--- config.mk ---
export PLATFORM = sky130hd
export DESIGN_NAME = ahb_rd_ctrl
export DESIGN_NICKNAME = d
export VERILOG_FILES = /design/src/rtl/ahb_rd_ctrl.sv
export SDC_FILE = /design/constraint.sdc
export NUM_CORES = 1
export LEC_CHECK = 0
export ABC_CLOCK_PERIOD_IN_PS = 1650
export BUFFER_PORTS_ARGS = -buffer_cell sky130_fd_sc_hd__buf_2
export CAP_MARGIN = 20
export CELL_PAD_IN_SITES_DETAIL_PLACEMENT = 0
export CELL_PAD_IN_SITES_GLOBAL_PLACEMENT = 1
export CORE_ASPECT_RATIO = 1.25
export CORE_MARGIN = 4
export CORE_UTILIZATION = 32
export CTS_BUF_LIST = sky130_fd_sc_hd__clkbuf_16
export DETAILED_ROUTE_END_ITERATION = 7
export PLACE_DENSITY_LB_ADDON = 0.1
export SETUP_SLACK_MARGIN = 0.3
export SLEW_MARGIN = 10
export SYNTH_ARGS = -nofsm -noshare
export SYNTH_HDL_FRONTEND = slang
export SYNTH_SLANG_ARGS = --single-unit
export TNS_END_PERCENT = 30
--- constraint.sdc ---
create_clock -name hclk -period 1.65 [get_ports hclk]
set_input_delay 0.0825 -clock hclk [delete_from_list [all_inputs] [get_ports hclk]]
set_output_delay 0.0825 -clock hclk [all_outputs]
set_load 0.01 [all_outputs]
--- src/rtl/ahb_rd_ctrl.sv ---
// AHB-Lite slave transfer controller for a 4-entry read-only register bank.
// Sequences the read mux, wait states, two-cycle ERROR and sticky error flags.
module ahb_rd_ctrl #(
  parameter int ADDR_W      = 8,
  parameter int WAIT_STATES = 0
) (
  input  logic              hclk,
  input  logic              hreset_n,
  input  logic              hsel,
  input  logic [ADDR_W-1:0] haddr,
  input  logic [1:0]        htrans,
  input  logic              hwrite,
  input  logic [2:0]        hsize,
  input  logic              hready,
  input  logic              reg_busy,
  output logic [1:0]        read_select,
  output logic              rd_en,
  output logic [1:0]        err_status,
  output logic              hready_out,
  output logic              hresp
);

  typedef enum logic [2:0] {
    S_IDLE,
    S_WAIT,
    S_READ,
    S_DONE,
    S_ERR1,
    S_ERR2
  } state_t;

  localparam logic [3:0] WS = 4'(WAIT_STATES);

  state_t     state;
  logic [3:0] wcnt;
  logic       open;
  logic       accept;
  logic       addr_bad;
  logic [1:0] err_set;
  logic       rd_clr;
  logic       unused_bits;

  // A new address phase is only taken while our data phase is not stalling.
  assign open = (state == S_IDLE) ||
                (state == S_DONE) ||
                (state == S_ERR2);

  assign accept = open && hsel && hready && htrans[1];

  assign addr_bad = (haddr[ADDR_W-1:4] != '0) ||
                    (haddr[1:0] != 2'b00) ||
                    (hsize > 3'd2);

  assign err_set = accept ? {hwrite, addr_bad} : 2'b00;

  // The strobe must follow reg_busy in the same cycle, so it is decoded
  // from the state register rather than registered a cycle early.
  assign rd_en  = (state == S_READ) && !reg_busy;
  assign rd_clr = rd_en && (read_select == 2'd0);

  assign unused_bits = htrans[0];

  // Transfer FSM with registered bus responses and read index.
  always_ff @(posedge hclk or negedge hreset_n) begin
    if (!hreset_n) begin
      state       <= S_IDLE;
      wcnt        <= '0;
      read_select <= '0;
      hready_out  <= 1'b1;
      hresp       <= 1'b0;
    end else begin
      case (state)
        S_IDLE, S_DONE, S_ERR2: begin
          if (accept && (err_set != 2'b00)) begin
            state      <= S_ERR1;
            hready_out <= 1'b0;
            hresp      <= 1'b1;
          end else if (accept) begin
            read_select <= haddr[3:2];
            wcnt        <= WS;
            hready_out  <= 1'b0;
            hresp       <= 1'b0;
            if (WS != 4'd0) state <= S_WAIT;
            else            state <= S_READ;
          end else begin
            state      <= S_IDLE;
            hready_out <= 1'b1;
            hresp      <= 1'b0;
          end
        end
        S_WAIT: begin
          if (!reg_busy) begin
            wcnt <= wcnt - 4'd1;
            if (wcnt == 4'd1) state <= S_READ;
          end
        end
        S_READ: begin
          if (!reg_busy) begin
            state      <= S_DONE;
            hready_out <= 1'b1;
          end
        end
        S_ERR1: begin
          state      <= S_ERR2;
          hready_out <= 1'b1;
          hresp      <= 1'b1;
        end
        default: begin
          state      <= S_IDLE;
          hready_out <= 1'b1;
          hresp      <= 1'b0;
        end
      endcase
    end
  end

  // Sticky flags; a fresh error outranks the clear from reading register 0.
  always_ff @(posedge hclk or negedge hreset_n) begin
    if (!hreset_n) begin
      err_status <= 2'b00;
    end else begin
      err_status <= (rd_clr ? 2'b00 : err_status) | err_set;
    end
  end

endmodule
==> results of run 1 <==
-- logic make-up (layout without fill, tap and decap cells) --
family                   count (synthesis)  in the layout  synth area share
AND/OR/NAND/NOR                         34             34            0.2417
AO/OA/AOI/OAI                           20             20            0.1987
flip-flops                              13             13            0.4150
buffers and inverters                   10             52           0.07313
adder cells (fa/ha/maj)                  2              2           0.03179
multiplexers                             2              2           0.02861
XOR/XNOR                                 1              1           0.01113
-- worst paths after layout --
| check | startpoint | endpoint | slack [ps] | depth (start not counted) |
|---|---|---|---|---|
| max in group asynchronous | hreset_n | hready_out$_DFFE_PN1P_ | 1110 | 2 |
| min in group asynchronous | hreset_n | state[0]$_DFFE_PN0P_ | 260 | 2 |
| setup / recovery | state[0]$_DFFE_PN0P_ | read_select[0]$_DFFE_PN0P_ | -10 | 6 |
| hold reg to reg | err_status[1]$_DFF_PN0_ | err_status[1]$_DFF_PN0_ | 490 | 1 |
| hold / removal | haddr[3] | read_select[1]$_DFFE_PN0P_ | 70 | 2 |
| setup reg to reg | state[0]$_DFFE_PN0P_ | read_select[0]$_DFFE_PN0P_ | -10 | 6 |
-- layer usage --
metal | up-vias | wire, um | track usage
met5 | - | 0 | 0
met4 | 0 | 43 | 0.06709
met3 | 5 | 102 | 0.03774
met2 | 19 | 985 | 0.2298
met1 | 348 | 827 | 0.1571
li1 | 381 | - | -
-- critical path, delay by kind of cell, from the launching register on --
kind,cells,cell delay (ps)
compound gates,2,440
flops,1,400
simple gates,2,300
mux,1,270
buf+inv,1,130
-- layout by cell type, fill, tap and decap left out, types with 2 or more instances in the layout --
master / count
nand4b_1: 2
nand2b_1: 4
mux2_2: 2
buf_4: 13
dfrtp_1: 11
ha_1: 2
o2bb2ai_1: 2
buf_2: 23
nor2_1: 4
o21ai_0: 3
inv_1: 6
clkbuf_16: 3
a22o_1: 3
nor3_1: 2
nand2_1: 7
nand3_1: 2
buf_6: 5
nor2b_1: 2
o21ai_1: 3
-- power groups by stage --
stage | registers [mW] | logic, mW | clock network [mW]
5_1_grt | 0.603 | 1.10 | 0.488
3_3_place_gp | 0.564 | 0.861 | 0
6_report | 0.580 | 0.978 | 0.461
2_1_floorplan | 0.561 | 0.547 | 0
3_5_place_dp | 0.570 | 0.860 | 0
4_1_cts | 0.579 | 0.991 | 0.472
-- repair_timing --
action | in CTS | in global routing
setup buffers | 2 | 1
gates resized for setup | 17 | 1
gates cloned | 0 | 0
endpoints found under the hold margin | 12 | 0
hold buffers | 1 | 0
endpoints found under the setup margin | 11 | 13
pin swaps | 2 | 3
-- sequential cells by signal (all words and copies together), names as in the netlist --
register and flops:
wcnt 4, state 3, err_status 2, read_select 2
hready_out 1, hresp 1
-- metrics by stage --
step / area [sq um] / setup TNS (ps) / std cells / hold WS, ps / total power [mW]
after floorplan: 787.0 / 0 / 82 / -213.1 / 1.108
after global placement: 1016 / -287.1 / 147 / -8.898 / 1.425
after detailed placement: 1016 / -245.0 / 147 / -2.890 / 1.430
after CTS: 1176 / 0 / 154 / 68.05 / 2.042
after global routing: 1184 / -391.5 / 155 / 75.52 / 2.193
final: 1184 / -24.08 / 155 / 71.39 / 2.019
-- layout make-up --
class,count,area (sq um)
multi-input cells,59,436.7
well taps,31,38.79
fillers,230,1099
clock buffers,3,75.07
inverters,6,22.52
clock inverters,1,3.754
flip-flops and latches,13,327.8
repair buffers,42,279.0
-- Yosys cell counts (2+ instances only) --
| cell | n | area share |
|---|---|---|
| nor2_1 | 5 | 0.024 |
| ha_1 | 2 | 0.032 |
| a22o_1 | 3 | 0.033 |
| o21ai_0 | 6 | 0.038 |
| dfrtp_1 | 12 | 0.38 |
| mux2_2 | 2 | 0.029 |
| nand4b_1 | 2 | 0.022 |
| nand3_1 | 2 | 0.013 |
| inv_1 | 6 | 0.029 |
| o2bb2ai_1 | 2 | 0.022 |
| nor2b_1 | 3 | 0.024 |
| buf_6 | 2 | 0.029 |
| nor3_1 | 2 | 0.013 |
| nand2b_1 | 4 | 0.032 |
| nand2_1 | 8 | 0.038 |
==> flow_summary.toml, run 1 <==
[sta]
setup_ws_ps = -13.69
period_needed_ps = 1664
fin_crit_sh = 1.008
rsz0062_at_grt = "yes"
hold_violations = 0
slew_violations = 0
fmax_mhz = 601.1
max_slew.worst_pin.slew_ps = 327.9
finalClockSkew_ps = 5.981
slew-limit-headroom = 0.7794
setup_viol = 3

[floorplanning]
rows = 19
core_sq_um = 2282
ioPinCount = 26
die_area_sq_um = 3322
die_y_um = 63.45
start_util = 0.3448
die_width_um = 52.36

[pwr]
sequentialPowerShare = 0.287
p_int_mw = 1.329
clkPwrFrac = 0.228
vdd_drop_max_v = 0.0008993
power_density_nw_per_um2 = 1706
p_sw_frac = 0.3415
power_switching_uw = 689.4
p_leak_nw = 0.5684
combPwrFrac = 0.484

[final_layout]
synthToLayoutAreaGrowth_pct = 50.40
utilization = 0.5186
fin_nets = 146
layout-drive-gt1-share = 0.4597
num_antenna_cells = 0

[setup_path]
crit_type = "register to register"
crit_path_end_kind = "register"
max_stage_delay_ps = 400
crit_slowest_cell = "dfrtp_1"
worstPathMaxFanout = 5
setup.worst_path.start_class = "register"
cp.required_ps = 1770
crit_chain = "or2b_1, a211o_1, a22oi_2, buf_6, nand2_2, mux2_2"
arrival_ps = 1790

[routing]
viasPerCell = 4.858
drt_iter0_markers = 1
wl_per_cell_um = 12.63
drt-pass1-iter-count = 3
num_vias = 753
totalWireLength_um = 1958
final_antenna_net_count = 0
drc = 0

[clocking]
cts-root-buf = "clkbuf_16"
clk_pin_slew_ps = 50
clkLatencyLatePin_ps = 250
cts_buffers = 3
clock_path_buffers = 2
cts_tree = "done"
cts.sinks = 13
htree_num_levels = 1

[synth]
synth_area_per_cell_sq_um = 9.598
seq_area_frac_synth = 0.4149
synthesis.area_sq_um = 787.0
syn_inst = 82
synth_edf_count = 0
synthesis.nets = 103
ys.flop_type = "dfrtp_1"
synth_warnings = 0
ys_ff_latch = 13
async_flop_share = 1.000
synth_cell_types = 36

[worst_hold_path]
min_path_type = "input port to register"

[grt]
grtUsageTotal = 0.1380
grt_antenna_before_repair = 0
grt_pass1_vias = 788
grt_pass1_wl_um = 3394
grt-ovfl-total = 0
grt_max_degree = 14

[run]
drv_cap = 0

[placement]
pre_cts_slack_ps = -87.76
portBuffers = 24
gp_congestion = 0.7643
dp_hpwl_um = 1513

[run_status]
status = "finished with violations"
violations = "negative setup slack"
(Power assumes the default switching activity.)
==> inputs of run 2 (changes only) <==
- GPL_TIMING_DRIVEN: not set -> 0
- HOLD_SLACK_MARGIN: not set -> 0.08
- TNS_END_PERCENT: 30 -> 50
==> run 2 against run 1 <==
Compared with the run above: the run still ends with negative setup slack left; critical endpoint unchanged; sequential cell count unchanged; largest cell class unchanged; clock skew down 1.6 ps; routed wire length about the same; utilization up 0.16 points; worst setup slack worse by 39 ps; via count down 2.9%; register-to-register slack worse by 40 ps; highest routed layer unchanged.
==> flow_summary.toml, run 2 (same netlist as run 1, synthesis figures left out) <==
[sta]
fmax_mhz = 587.2
setup_viol = 5
hold_violations = 0
setup_ws_ps = -53.12
slew_violations = 0
setup-tns-final_ps = -169.1
fin_hold_ws_ps = 80.64
slew-limit-headroom = 0.7783
finalClockSkew_ps = 4.375
rsz0062_at_grt = "yes"
max_slew.worst_pin.slew_ps = 329.5
period_needed_ps = 1703
fin_crit_sh = 1.032

[worst_hold_path]
min_from = "haddr[2]"
hold_end = "read_select[0]$_DFFE_PN0P_"
min_path_type = "input port to register"
hold_depth = 2

[grt]
grt-ovfl-total = 0
grt_pass1_wl_um = 3215
grtUsageTotal = 0.1312
grt_antenna_before_repair = 0
grt_pass1_vias = 704
grt_max_degree = 14

[placement]
portBuffers = 24
gp_congestion = 0.7467
dpl_cell_area_sq_um = 945.9
dp_hpwl_um = 1365
pre_cts_slack_ps = -124.0

[pwr]
clkPwrFrac = 0.230
p_sw_frac = 0.3529
sequentialPowerShare = 0.275
power_switching_uw = 710.3
power_density_nw_per_um2 = 1695
vdd_drop_max_v = 0.0008292
combPwrFrac = 0.495
p_leak_nw = 0.5656
p_int_mw = 1.302

[final_layout]
final_common_cell = "buf_2"
num_antenna_cells = 0
layout_common_cells = "buf_2 (23), dfrtp_1 (12), nand2_1 (7)"
fin_nets = 142
top_regs = "wcnt: 4 flops, state: 3 flops"
layout-drive-gt1-share = 0.4500
largest_reg_flops = 4
synthToLayoutAreaGrowth_pct = 50.87
utilization = 0.5203
largest_register = "wcnt"
final_cell_area_sq_um = 1187

[floorplanning]
die_area_sq_um = 3322
die_y_um = 63.45
die_width_um = 52.36
rows = 19
start_util = 0.3448
core_sq_um = 2282
ioPinCount = 26

[setup_path]
r2r_start = "state[0]$_DFFE_PN0P_"
setup.worst_path.start_class = "register"
cp.required_ps = 1780
reg2reg_slack_ps = -50
crit_type = "register to register"
worstPathMaxFanout = 4
rr_endpoint = "read_select[0]$_DFFE_PN0P_"
r2r_cells = 6
crit_path_end_kind = "register"
arrival_ps = 1830

[routing]
viasPerCell = 4.841
drt-pass1-iter-count = 4
drc = 0
wl_per_cell_um = 12.96
num_vias = 731
m1WireLength_um = 839
totalWireLength_um = 1957
drt_iter0_markers = 6
final_antenna_net_count = 0
routed.top_layer = "met4"
dr_wl_met2_um = 953
wl_met3_um = 118

[clocking]
cts.sinks = 13
htree_num_levels = 1
clkLatencyLatePin_ps = 250
cts_tree = "done"
cts_buffers = 3
clk_pin_slew_ps = 50
clock_path_buffers = 2
cts-root-buf = "clkbuf_16"

[run_status]
status = "finished with violations"
violations = "negative setup slack"

[run]
drv_cap = 0
-- run 2: final cells by class --
class                           count  area, sq um
Sequential cell                    13        326.6
Timing Repair Buffer               34        212.7
Buffer                              4        45.04
Tap cell                           31        38.79
Clock buffer                        3        75.07
Clock inverter                      1        3.754
Multi-Input combinational cell     59        462.9
Inverter                            6        22.52
Fill cell                         233         1095
-- run 2: metal layers --
| metal | global-route usage | vias up |
|---|---|---|
| met2 | 0.2065 | 17 |
| met1 | 0.1550 | 341 |
| met4 | 0.07668 | 0 |
| met3 | 0.03538 | 5 |
| met5 | 0 | - |
| li1 | - | 368 |
-- run 2: what timing repair did --
item | in CTS | in global routing
endpoints found under the hold margin | 15 | 0
setup buffers | 5 | 2
pin swaps | 3 | 4
hold buffers | 3 | 0
resized for setup | 8 | 16
setup endpoints to repair | 9 | 13
cloned | 0 | 0
-- run 2: critical path, stage by stage (launching register included) --
cell and delay, ps:
dfrtp_1 380, buf_6 130, nand4b_1 200, a211o_1 300
a22oi_2 170, nand2_1 110, mux2_2 280
-- run 2: worst max-delay path by stage --
stage	from	end	slack [ps]	cells after the start
global route	state[0]$_DFFE_PN0P_	read_select[0]$_DFFE_PN0P_	-130	6
CTS	state[0]$_DFFE_PN0P_	read_select[0]$_DFFE_PN0P_	-110	6
finish	state[0]$_DFFE_PN0P_	read_select[0]$_DFFE_PN0P_	-50	6
global placement	state[0]$_DFFE_PN0P_	state[1]$_DFFE_PN0P_	-120	7
detailed placement	state[0]$_DFFE_PN0P_	state[1]$_DFFE_PN0P_	-120	7
floorplan	state[0]$_DFFE_PN0P_	state[1]$_DFFE_PN0P_	40	7
-- run 2: stage by stage --
step                instances  total power, mW
finish                    151            2.012
global route              151            2.177
CTS                       149            1.912
detailed placement        137            1.324
global placement          137            1.321
floorplan                  82            1.108
-- run 2: power by group through the flow --
stage                     clock network [mW]  logic, mW  registers [mW]
final                                  0.464      0.995           0.553
after global routing                   0.493       1.11           0.576
after CTS                              0.479      0.892           0.541
after detailed placement                   0      0.779           0.545
after global placement                     0      0.782           0.538
after floorplan                            0      0.547           0.561
